**config.mk**
```make
export PLATFORM = sky130hd
export DESIGN_NAME = spm_mult_seq_flat
export DESIGN_NICKNAME = d
export VERILOG_FILES = /design/src/rtl/spm_pkg.sv /design/src/rtl/spm_mult_seq_if.sv /design/src/rtl/spm_shift_add.sv /design/src/rtl/spm_mult_seq.sv /design/src/flat_wrapper.sv
export SDC_FILE = /design/constraint.sdc
export NUM_CORES = 1
export LEC_CHECK = 0
export BUFFER_PORTS_ARGS = -buffer_cell sky130_fd_sc_hd__buf_2
export CAP_MARGIN = 20
export CORE_ASPECT_RATIO = 0.9
export CORE_MARGIN = 2
export CORE_UTILIZATION = 32
export DETAILED_ROUTE_END_ITERATION = 12
export PLACE_DENSITY = 0.64
export SYNTH_ARGS = -nofsm -noshare
export SYNTH_HDL_FRONTEND = slang
export SYNTH_SLANG_ARGS = --single-unit
```
**constraint.sdc**
```tcl
create_clock -name clk -period 3.27 [get_ports clk]
set_input_delay 0.8175 -clock clk [delete_from_list [all_inputs] [get_ports clk]]
set_output_delay 0.8175 -clock clk [all_outputs]
set_load 0.02 [all_outputs]
```
**src/rtl/spm_pkg.sv**
```systemverilog
`default_nettype none
// ============================================================================
// Module      : spm_pkg
// Description : Shared definitions for the sequential shift-add multiplier:
//               state encoding, default operand width and the bit counter
//               width helper.
// Revision    : 1.0 - initial release
// ============================================================================
package spm_pkg;

  // Default operand width; the product register is twice this wide.
  localparam int DEFAULT_WIDTH = 32;

  // Controller states. The controller keeps its state in a plain 2-bit
  // register and takes its state constants from these enumerators.
  typedef enum logic [1:0] {
    ST_IDLE = 2'd0,
    ST_BUSY = 2'd1,
    ST_FIX  = 2'd2,
    ST_DONE = 2'd3
  } spm_state_e;

  // clog2(width + 1): the bit counter must be able to hold the value WIDTH.
  function automatic int cnt_width(input int width);
    int w;
    w = 1;
    for (int i = 1; i < 31; i++) begin
      if ((1 << i) < (width + 1)) begin
        w = i + 1;
      end
    end
    return w;
  endfunction

endpackage
`default_nettype wire

```
**src/rtl/spm_mult_seq_if.sv**
```systemverilog
`default_nettype none
// ============================================================================
// Module      : spm_mult_seq_if
// Description : Request / result bundle of the sequential multiplier.
//               The master issues operands and start and selects the product
//               half; the slave (the multiplier) returns product and status.
// Revision    : 1.0 - initial release
// ============================================================================
interface spm_mult_seq_if
  import spm_pkg::*;
#(
  parameter int WIDTH = DEFAULT_WIDTH
) ();

  logic                   start;
  logic                   signed_mode;
  logic [WIDTH-1:0]       mc;
  logic [WIDTH-1:0]       mp;
  logic                   prod_sel;
  logic [WIDTH-1:0]       prod;
  logic [2*WIDTH-1:0]     prod_full;
  logic                   busy;
  logic                   done;
  logic                   ovf;

  modport master (
    output start, signed_mode, mc, mp, prod_sel,
    input  prod, prod_full, busy, done, ovf
  );

  modport slave (
    input  start, signed_mode, mc, mp, prod_sel,
    output prod, prod_full, busy, done, ovf
  );

endinterface
`default_nettype wire

```
**src/rtl/spm_shift_add.sv**
```systemverilog
`default_nettype none
// ============================================================================
// Module      : spm_shift_add
// Description : Unsigned shift-add datapath. The multiplier is parked in the
//               low half of the accumulator; each step inspects its LSB,
//               conditionally adds the multiplicand into the high half and
//               shifts the whole accumulator right by one. After WIDTH steps
//               the accumulator holds the full unsigned product.
// Revision    : 1.0 - initial release
// ============================================================================
module spm_shift_add
  import spm_pkg::*;
#(
  parameter int WIDTH = DEFAULT_WIDTH
) (
  input  wire logic                 clk,
  input  wire logic                 rst_n,
  input  wire logic                 load,
  input  wire logic                 step,
  input  wire logic [WIDTH-1:0]     mc,
  input  wire logic [WIDTH-1:0]     mp,
  output logic      [2*WIDTH-1:0]   acc
);

  logic [WIDTH-1:0]   r_mc;
  logic [2*WIDTH-1:0] r_acc;
  logic [WIDTH:0]     w_sum;

  // Partial sum of the upper half plus the multiplicand when the current
  // multiplier bit is set; one extra bit captures the carry.
  always_comb begin
    w_sum = {1'b0, r_acc[2*WIDTH-1:WIDTH]};
    if (r_acc[0]) begin
      w_sum = {1'b0, r_acc[2*WIDTH-1:WIDTH]} + {1'b0, r_mc};
    end
  end

  // Load clears the upper half and parks the multiplier below it; step
  // shifts the carry-extended sum in from the top.
  always_ff @(posedge clk) begin
    if (!rst_n) begin
      r_mc  <= '0;
      r_acc <= '0;
    end else if (load) begin
      r_mc  <= mc;
      r_acc <= {{WIDTH{1'b0}}, mp};
    end else if (step) begin
      r_acc <= {w_sum, r_acc[WIDTH-1:1]};
    end
  end

  assign acc = r_acc;

endmodule
`default_nettype wire

```
**src/rtl/spm_mult_seq.sv**
```systemverilog
`default_nettype none
// ============================================================================
// Module      : spm_mult_seq
// Description : Parametrised sequential multiplier with signed/unsigned mode.
//               Operands are reduced to magnitudes at start, multiplied by
//               the shift-add datapath over WIDTH cycles, then the sign is
//               applied and overflow judged in a single FIX cycle.
// Revision    : 1.0 - initial release
// ============================================================================
module spm_mult_seq
  import spm_pkg::*;
#(
  parameter int WIDTH = DEFAULT_WIDTH
) (
  input  wire logic      clk,
  input  wire logic      rst_n,
  spm_mult_seq_if.slave  bus
);

  localparam int CNT_W = cnt_width(WIDTH);

  localparam logic [1:0] S_IDLE = ST_IDLE;
  localparam logic [1:0] S_BUSY = ST_BUSY;
  localparam logic [1:0] S_FIX  = ST_FIX;
  localparam logic [1:0] S_DONE = ST_DONE;

  localparam logic [CNT_W-1:0] C_LAST_BIT = CNT_W'(WIDTH - 1);

  logic [1:0]           r_state;
  logic [CNT_W-1:0]     r_cnt;
  logic                 r_signed;
  logic                 r_neg;
  logic                 r_ovf;
  logic [2*WIDTH-1:0]   r_prod;

  logic                 w_accept;
  logic                 w_step;
  logic [WIDTH-1:0]     w_mc_mag;
  logic [WIDTH-1:0]     w_mp_mag;
  logic [2*WIDTH-1:0]   w_acc;
  logic [2*WIDTH-1:0]   w_fixed;
  logic                 w_ovf;

  // Start is honoured only while idle or holding a finished result.
  always_comb begin
    w_accept = 1'b0;
    if ((r_state == S_IDLE) || (r_state == S_DONE)) begin
      w_accept = bus.start;
    end
    w_step = (r_state == S_BUSY);
  end

  // Magnitudes of the operands. Negating the most negative value yields
  // 2^(WIDTH-1), which is still exact when read as an unsigned magnitude.
  always_comb begin
    w_mc_mag = bus.mc;
    w_mp_mag = bus.mp;
    if (bus.signed_mode && bus.mc[WIDTH-1]) begin
      w_mc_mag = -bus.mc;
    end
    if (bus.signed_mode && bus.mp[WIDTH-1]) begin
      w_mp_mag = -bus.mp;
    end
  end

  spm_shift_add #(
    .WIDTH (WIDTH)
  ) u_shift_add (
    .clk   (clk),
    .rst_n (rst_n),
    .load  (w_accept),
    .step  (w_step),
    .mc    (w_mc_mag),
    .mp    (w_mp_mag),
    .acc   (w_acc)
  );

  // Sign fix-up of the magnitude product and the overflow judgement for the
  // mode latched at start: unsigned needs an empty high half, signed needs
  // the high half plus the low-half MSB to be a pure sign extension.
  always_comb begin
    w_fixed = w_acc;
    if (r_neg) begin
      w_fixed = -w_acc;
    end
    if (r_signed) begin
      w_ovf = !((&w_fixed[2*WIDTH-1:WIDTH-1]) || !(|w_fixed[2*WIDTH-1:WIDTH-1]));
    end else begin
      w_ovf = |w_fixed[2*WIDTH-1:WIDTH];
    end
  end

  // Controller: latches mode and sign at start, counts WIDTH datapath steps,
  // and commits product and overflow in FIX only.
  always_ff @(posedge clk) begin
    if (!rst_n) begin
      r_state  <= S_IDLE;
      r_cnt    <= '0;
      r_signed <= 1'b0;
      r_neg    <= 1'b0;
      r_ovf    <= 1'b0;
      r_prod   <= '0;
    end else begin
      case (r_state)
        S_IDLE, S_DONE: begin
          if (bus.start) begin
            r_signed <= bus.signed_mode;
            r_neg    <= bus.signed_mode & (bus.mc[WIDTH-1] ^ bus.mp[WIDTH-1]);
            r_cnt    <= '0;
            r_state  <= S_BUSY;
          end
        end
        S_BUSY: begin
          r_cnt <= r_cnt + CNT_W'(1);
          if (r_cnt == C_LAST_BIT) begin
            r_state <= S_FIX;
          end
        end
        S_FIX: begin
          r_prod  <= w_fixed;
          r_ovf   <= w_ovf;
          r_state <= S_DONE;
        end
        default: begin
          r_state <= S_IDLE;
        end
      endcase
    end
  end

  assign bus.busy      = (r_state == S_BUSY) || (r_state == S_FIX);
  assign bus.done      = (r_state == S_DONE);
  assign bus.ovf       = r_ovf;
  assign bus.prod_full = r_prod;
  assign bus.prod      = bus.prod_sel ? r_prod[2*WIDTH-1:WIDTH] : r_prod[WIDTH-1:0];

endmodule
`default_nettype wire

```
**src/flat_wrapper.sv**
```systemverilog
// flat-port wrapper written by rule: the top's interface ports become plain ports
module spm_mult_seq_flat import spm_pkg::*;
#(
  parameter int WIDTH = DEFAULT_WIDTH
)
  (clk, rst_n, bus_start, bus_signed_mode, bus_mc, bus_mp, bus_prod_sel, bus_prod, bus_prod_full, bus_busy, bus_done, bus_ovf);
  spm_mult_seq_if #(.WIDTH(WIDTH)) bus_i ();
  input  wire logic clk;
  input  wire logic rst_n;
  input wire logic [$bits(bus_i.start)-1:0] bus_start;
  input wire logic [$bits(bus_i.signed_mode)-1:0] bus_signed_mode;
  input wire logic [$bits(bus_i.mc)-1:0] bus_mc;
  input wire logic [$bits(bus_i.mp)-1:0] bus_mp;
  input wire logic [$bits(bus_i.prod_sel)-1:0] bus_prod_sel;
  output wire logic [$bits(bus_i.prod)-1:0] bus_prod;
  output wire logic [$bits(bus_i.prod_full)-1:0] bus_prod_full;
  output wire logic [$bits(bus_i.busy)-1:0] bus_busy;
  output wire logic [$bits(bus_i.done)-1:0] bus_done;
  output wire logic [$bits(bus_i.ovf)-1:0] bus_ovf;
  assign bus_i.start = bus_start;
  assign bus_i.signed_mode = bus_signed_mode;
  assign bus_i.mc = bus_mc;
  assign bus_i.mp = bus_mp;
  assign bus_i.prod_sel = bus_prod_sel;
  assign bus_prod = bus_i.prod;
  assign bus_prod_full = bus_i.prod_full;
  assign bus_busy = bus_i.busy;
  assign bus_done = bus_i.done;
  assign bus_ovf = bus_i.ovf;
  spm_mult_seq #(.WIDTH(WIDTH)) u_core (.clk(clk), .rst_n(rst_n), .bus(bus_i));
endmodule
```
==> results by group, run 1 <==
Routing
  – First-pass iteration count of the detailed router: 7
  – DR iter-0 viols: 765
  – ANT nets after route: 0
  – Post-route DRC violation count: 0
  – Vias: 11.3k
  – DRT Wirelength: 37600 um
  – Vias per inst: 5.50
  – Routed length per instance: 18.3 um

Placed design
  – Placed wire-length estimate: 29300 um
  – GPL Wtd Cong: 0.897
  – Post-Place Worst Slack: 0.120 ns
  – # port buffers: 167

GRT
  – Largest net degree at the start of global routing: 104
  – GR Layer Usage met3: 0.0331
  – Remaining Overflow, GRT: 0
  – Number of global-route vias before repair: 10.3k
  – M2 GR Usage: 0.273
  – Met1 usage: 0.314
  – Most Crowded Layer GR: met1
  – First-pass GRT wire length: 58800 um
  – Tot GR Track Use: 0.198
  – Initial antenna violation count: 1

CTS
  – Clock buffer depth: 2
  – CTS Buf Count: 17
  – Clk_lat worst skew: 0.45 ns
  – Root buffer cell: clkbuf_16
  – Clock tree sinks: 171
  – CTS H-tree lvls: 4
  – Setup Fix Bufs, Post-CTS: 0
  – Hold buffers post-CTS: 0
  – CTS tree: built
  – Clock-pin slew on the worst setup and hold paths: 0.07 ns

Min path
  – Worst hold path class: reg -> reg

Timing
  – Worst hold slack: 0.462 ns
  – Fin crit period: 3.07 ns
  – Final setup violating endpoints: 0
  – Count of final hold-check violations: 0
  – Clk_skew: 0.0141 ns
  – Worst slew pin tran: 0.671 ns
  – Final worst slack: 0.204 ns
  – Fin crit share: 0.938
  – Relative slew margins: 0.552
  – Max Slew Vio Count: 0
  – Maximum clock rate: 326 MHz

Finish
  – Layout cell share with drive strength beyond 1: 0.220
  – Nets: 1685
  – Layout overhead on the synthesized area: 20.4%
  – Diode count: 0
  – Final core occ: 0.392

Die
  – Chip width: 203 um
  – Core Area: 35100 sq um
  – # IOs: 168
  – Die area: 37300 sq um
  – Die Y: 183 um
  – Num rows: 65
  – Initial Util: 0.326

Logic synthesis
  – Post-Synthesis Cells: 1409
  – Fraction of registers with async set/reset: 0
  – Post-Syn Area per Cell: 8.13 sq um
  – Cell variety after synth: 69
  – Dominant cells by area after synthesis: dfxtp_1, a211oi_1, xor2_1
  – Synthesized flop and latch total: 171
  – Yosys warns: 0
  – Main synth FF type: dfxtp_1
  – Area of the mapped netlist: 11400 sq um
  – Yosys top cell by area: dfxtp_1
  – Register area share after synthesis: 0.299
  – Synth top area share: 0.299
  – Mapped Nets: 1519
  – EDFF count, synth: 0

Critical path
  – Crit Path Class: reg -> reg
  – Worst-path fanout max: 7
  – Critical path arrival: 3.39 ns
  – CP required: 3.60 ns
  – Critical Path Sink Type: flip-flop
  – Crit start category: flip-flop

Power
  – Power per cell area: 914 nW/um^2
  – Worst vdd ir: 0.393 mV
  – Leakage Power: 5.48 nW

Run
  – Max_cap viols: 0

Outcome
  – Status: completed
placed cells by master (no fill, tap or decap), types with 16 or more instances in the layout:
cell type	instances
mux2i_1	56
nor3_1	25
nand2_1	80
nor4_1	17
o41ai_1	20
nand3_1	19
buf_4	78
a21oi_1	77
ha_1	38
dfxtp_1	170
buf_2	167
o31ai_1	30
clkbuf_16	17
nor2_1	188
or3_1	20
xor2_1	96
mux2_2	32
xnor2_1	41
a211oi_1	120
inv_1	16
o21ai_0	83
final timing paths:
kind                        startpoint               to  slack [ns]  cells past startpoint
max          u_core.u_shift_add.acc[8]   u_core.bus.ovf        0.20                     10
min                    u_core.r_signed  u_core.r_signed        0.46                      2
max reg2reg  u_core.u_shift_add.acc[8]   u_core.bus.ovf        0.20                     10
min reg2reg            u_core.r_signed  u_core.r_signed        0.46                      2
synth_stat cells (all sizes together) (4+ instances only):
| master | number |
|---|---|
| a211oi | 122 |
| a21o | 10 |
| a21oi | 77 |
| a311oi | 14 |
| a31oi | 8 |
| and2 | 8 |
| and3 | 4 |
| and4 | 6 |
| buf | 18 |
| clkbuf | 83 |
| dfxtp | 171 |
| ha | 40 |
| inv | 17 |
| mux2 | 32 |
| mux2i | 56 |
| nand2 | 81 |
| nand2b | 11 |
| nand3 | 19 |
| nand4 | 9 |
| nor2 | 188 |
| nor2b | 12 |
| nor3 | 27 |
| nor4 | 22 |
| o211ai | 6 |
| o21a | 5 |
| o21ai | 83 |
| o31ai | 32 |
| o41ai | 22 |
| or2 | 9 |
| or3 | 23 |
| or4 | 17 |
| xnor2 | 41 |
| xor2 | 96 |
power by group:
group | internal (mW) | leakage, nW | total (mW) | switching, mW
clock | 1.09 | 0.280 | 2.02 | 0.934
combinational | 2.71 | 3.80 | 6.96 | 4.25
sequential | 2.80 | 1.40 | 3.61 | 0.813
total | 6.60 | 5.48 | 12.6 | 6.00
per-stage QoR:
stage	TNS (ns)	power, mW	cell area [sq um]	instances
floorplan	0	7.97	11400	1409
global placement	0	10.3	13100	2025
detailed placement	0	10.4	13100	2025
CTS	0	12.5	13700	2057
global route	-0.0188	13.4	13800	2057
finish	0	12.6	13800	2057
logic make-up after synthesis:
family          share of synthesized area
flops                               0.299
simple gates                        0.188
compound gates                      0.241
buf+inv                            0.0410
fa+ha+maj                          0.0455
mux                                0.0804
xor+xnor                            0.105
repair_timing:
| item | in CTS | in global routing |
|---|---|---|
| hold endpoints to repair | 0 | 0 |
| gates resized for setup | 0 | 11 |
| setup endpoints to repair | 0 | 4 |
metal layers:
metal,part of all wire,vias up
li1,-,5551
met1,0.52,5347
met2,0.40,380
met3,0.066,28
met4,0.0094,0
met5,0,-
worst max-delay path: stages (launching register included):
cell	delay, ns
dfxtp_1	0.37
nor4_1	0.40
nand4b_1	0.29
buf_4	0.26
o41ai_1	0.42
xor2_1	0.18
nor4_1	0.35
nand2_1	0.11
nor4_1	0.27
and4_1	0.23
a31oi_1	0.08
sequential cells by signal (all words and copies together), names as in the netlist:
| name | cells |
|---|---|
| u_core.u_shift_add.acc | 64 |
| u_core.r_neg | 1 |
| u_core.bus.prod_full | 64 |
| u_core.r_cnt | 6 |
| u_core.bus.ovf | 1 |
| u_core.r_signed | 1 |
| u_core.r_state | 2 |
| u_core.u_shift_add.r_mc | 32 |
layout make-up:
class	instances	area [sq um]
Clock buffer	19	443
Clock inverter	13	134
Timing Repair Buffer	248	1480
Fill cell	3595	21400
Multi-Input combinational cell	1120	7640
Sequential cell	171	3420
Tap cell	469	587
Inverter	17	66.3
Note: power is estimated with default switching activity, not from simulation.
==> run 2, diff against run 1 <==
--- a/config.mk
+++ b/config.mk
@@ -11,7 +11,8 @@
 export CORE_MARGIN = 2
 export CORE_UTILIZATION = 32
 export DETAILED_ROUTE_END_ITERATION = 12
-export PLACE_DENSITY = 0.64
+export PLACE_DENSITY = 0.63
 export SYNTH_ARGS = -nofsm -noshare
 export SYNTH_HDL_FRONTEND = slang
+export SYNTH_HIERARCHICAL = 1
 export SYNTH_SLANG_ARGS = --single-unit
==> run 2 against run 1 <==
  * Clock-buffer cell count fell by 2
  * Highest routed layer is now met5
  * Register-to-register slack worse by 0.09 ns
  * Synthesized cell count up 1.5%
  * Utilization grew 1.0 points
  * Critical path type unchanged
  * Global-route usage down 0.65 points
  * Total power shrank 4.5%
  * First-iteration DRC count grew 5.1%
  * Non-clock buffer count is 48 higher
  * Synthesized area up 3.6%
  * Via count grew 0.29%
  * Routed wire length fell by 0.98%
==> results by group, run 2 <==
CTS
  – Hold buffers post-CTS: 0 (unchanged)
  – CTS Buf Count: 17 (unchanged)
  – CTS tree: built (unchanged)
  – Root buffer cell: clkbuf_16 (unchanged)
  – CTS H-tree lvls: 4 (unchanged)
  – Clock buffer depth: 2 (unchanged)
  – Clk_lat worst skew: 0.44 ns (was 0.45 ns)
  – Clock tree sinks: 171 (unchanged)
  – Clock-pin slew on the worst setup and hold paths: 0.07 ns (about the same)

Power
  – Leakage Power: 6.07 nW (was 5.48 nW)
  – Power per cell area: 823 nW/um^2 (was 914 nW/um^2)
  – Worst vdd ir: 0.428 mV (was 0.393 mV)

Critical path
  – Crit start category: flip-flop (unchanged)
  – Critical Path Sink Type: flip-flop (unchanged)
  – CP required: 3.55 ns (was 3.60 ns)
  – Worst-path fanout max: 6 (was 7)
  – Crit Path Class: reg -> reg (unchanged)
  – Critical path arrival: 3.44 ns (was 3.39 ns)

Finish
  – Final std cells w/o fill: 2147 (was 2057)
  – Final instance area: 14600 sq um (was 13800 sq um)
  – Most common cell after layout, fill and taps aside: dfxtp_1 (was nor2_1)
  – Layout overhead on the synthesized area: 23.3% (was 20.4%)
  – Most frequent cells in the layout: dfxtp_1, buf_2, nor2_1 (was nor2_1, dfxtp_1, buf_2)
  – Layout cell share with drive strength beyond 1: 0.249 (was 0.220)
  – Nets: 1767 (was 1685)

GRT
  – Tot GR Track Use: 0.192 (was 0.198)
  – Initial antenna violation count: 2 (was 1)
  – Largest net degree at the start of global routing: 73 (was 104)
  – Number of global-route vias before repair: 10.9k (was 10.3k)
  – First-pass GRT wire length: 59000 um (was 58800 um)
  – Remaining Overflow, GRT: 0 (unchanged)

Routing
  – Routed length per instance: 17.4 um (was 18.3 um)
  – DRT Wirelength: 37300 um (was 37600 um)
  – First-pass iteration count of the detailed router: 5 (was 7)
  – DR iter-0 viols: 804 (was 765)
  – Vias: 11.3k (about the same)
  – Vias per inst: 5.28 (was 5.50)
  – ANT nets after route: 0 (unchanged)
  – Post-route DRC violation count: 0 (unchanged)

Die
  – Initial Util: 0.327 (was 0.326)
  – Die area: 38600 sq um (was 37300 sq um)
  – Num rows: 66 (was 65)
  – Core Area: 36300 sq um (was 35100 sq um)
  – # IOs: 168 (unchanged)
  – Die Y: 187 um (was 183 um)
  – Chip width: 207 um (was 203 um)

Timing
  – Fin crit share: 0.966 (was 0.938)
  – Maximum clock rate: 316 MHz (was 326 MHz)
  – Final setup violating endpoints: 0 (unchanged)
  – Fin crit period: 3.16 ns (was 3.07 ns)
  – Clk_skew: 0.0132 ns (was 0.0141 ns)
  – Count of final hold-check violations: 0 (unchanged)
  – Worst slew pin tran: 0.769 ns (was 0.671 ns)
  – Relative slew margins: 0.487 (was 0.552)
  – RSZ-0062 raised after global routing: yes
  – Max Slew Vio Count: 0 (unchanged)

Placed design
  – # port buffers: 167 (unchanged)
  – GPL Wtd Cong: 0.913 (was 0.897)
  – Placed wire-length estimate: 29400 um (was 29300 um)
  – Placed Cells incl. Taps: 2112 (was 2025)
  – Placed cell areas: 13900 sq um (was 13100 sq um)

Outcome
  – Status: completed (unchanged)

Logic synthesis
  – Area of the mapped netlist: 11900 sq um (was 11400 sq um)
  – Cell variety after synth: 85 (was 69)
  – Synth top area share: 0.289 (was 0.299)
  – Yosys top cell by area: dfxtp_1 (unchanged)
  – Post-Syn Area per Cell: 8.30 sq um (was 8.13 sq um)
  – Synthesized flop and latch total: 171 (unchanged)
  – Post-Synthesis Cells: 1430 (was 1409)
  – Dominant cells by area after synthesis: dfxtp_1, xor2_1, mux2i_1 (was dfxtp_1, a211oi_1, xor2_1)
  – Main synth FF type: dfxtp_1 (unchanged)
  – Fraction of registers with async set/reset: 0 (unchanged)
  – Most common cell in the netlist: dfxtp_1 (was nor2_1)
  – Post-synth top cells: dfxtp_1, nor2_1, xor2_1, nand2_1, o21ai_0 (was nor2_1, dfxtp_1, a211oi_1, xor2_1, o21ai_0)
  – Mapped Nets: 1540 (was 1519)
  – Yosys warns: 6 (was 0)
  – Register area share after synthesis: 0.289 (was 0.299)
  – EDFF count, synth: 0 (unchanged)

Min path
  – Worst hold path class: reg -> reg (unchanged)

Run
  – Max_cap viols: 0 (unchanged)
-- run 2: changes by cell type in the layout (fill, tap and decap cells not counted), moves of 10 or more --
cell	change
nor2_1	-58
a211oi_1	-54
buf_4	+49
and2_1	+35
nor2b_1	+34
mux2i_1	+28
nand2_1	+21
a311oi_1	-12
nand4_1	+10
o21ai_0	+10
-- run 2: through the flow --
step / power (mW) / hold slack [ns] / util / worst slack [ns] / setup TNS, ns
2_1_floorplan: 7.46 / 0.437 / - / 0.000183 / 0
3_3_place_gp: 9.78 / 0.457 / 0.384 / -0.238 / -1.20
3_5_place_dp: 9.88 / 0.460 / 0.384 / -0.267 / -1.63
4_1_cts: 11.9 / 0.471 / 0.399 / 0.0865 / 0
5_1_grt: 12.8 / 0.502 / 0.402 / -0.0130 / -0.0181
6_report: 12.0 / 0.467 / 0.403 / 0.110 / 0
-- run 2: area by class of cell --
| cell class | count | area [sq um] |
|---|---|---|
| Fill cell | 3638 | 21700 |
| Multi-Input combinational cell | 1145 | 8100 |
| Sequential cell | 171 | 3420 |
| Timing Repair Buffer | 296 | 1830 |
| Tap cell | 476 | 596 |
| Clock buffer | 17 | 425 |
| Clock inverter | 15 | 150 |
| Inverter | 26 | 98.8 |
| Antenna cell | 1 | 2.50 |
-- run 2: timing repair --
action                                  4_1_cts  5_1_grt
endpoints found under the hold margin         0        0
setup buffers                                 0        2
endpoints found under the setup margin        0        3
gates resized for setup                       0       16
-- run 2: routing by layer --
layer	vias to the layer above	part of all wire	track usage
met5	-	0.00035	0
met3	47	0.052	0.0311
met1	5384	0.47	0.269
li1	5643	-	-
met4	2	0.018	0.0516
met2	263	0.46	0.304
-- run 2: final timing paths --
kind                                    from                    endpoint  slack (ns)  cells after the start
setup / recovery  u_core/u_shift_add/acc[32]  u_core/u_shift_add/acc[57]        0.11                     10
hold / removal               u_core/r_signed             u_core/r_signed        0.47                      2
setup reg to reg  u_core/u_shift_add/acc[32]  u_core/u_shift_add/acc[57]        0.11                     10
hold reg to reg              u_core/r_signed             u_core/r_signed        0.47                      2
-- run 2: cell families (layout without fill, tap and decap cells) --
| kind of cell | count (synthesis) | in the layout | synth area share |
|---|---|---|---|
| flip-flops | 171 | 171 | 0.289 |
| adder cells (fa/ha/maj) | 41 | 41 | 0.0439 |
| AO/OA/AOI/OAI | 365 | 365 | 0.208 |
| buffers and inverters | 114 | 354 | 0.0397 |
| multiplexers | 116 | 116 | 0.101 |
| XOR/XNOR | 148 | 148 | 0.109 |
| AND/OR/NAND/NOR | 475 | 475 | 0.209 |
| other | 0 | 1 | 0 |
-- run 2: critical path: stages (launching register included) --
cell and delay [ns]:
dfxtp_1 0.44, ha_1 0.30, fa_1 0.41, a21o_1 0.24, a221oi_2 0.35, o311ai_1 0.23
a211oi_2 0.33, o21ai_2 0.15, a21oi_1 0.23, xor2_1 0.20, o22ai_1 0.12
-- run 2: report_power, final --
part | total, mW | leakage, nW | internal, mW | switching, mW
logic | 6.84 | 4.39 | 2.77 | 4.06
registers | 3.21 | 1.40 | 2.68 | 0.532
clock network | 1.98 | 0.278 | 1.02 | 0.969
total | 12.0 | 6.07 | 6.46 | 5.57
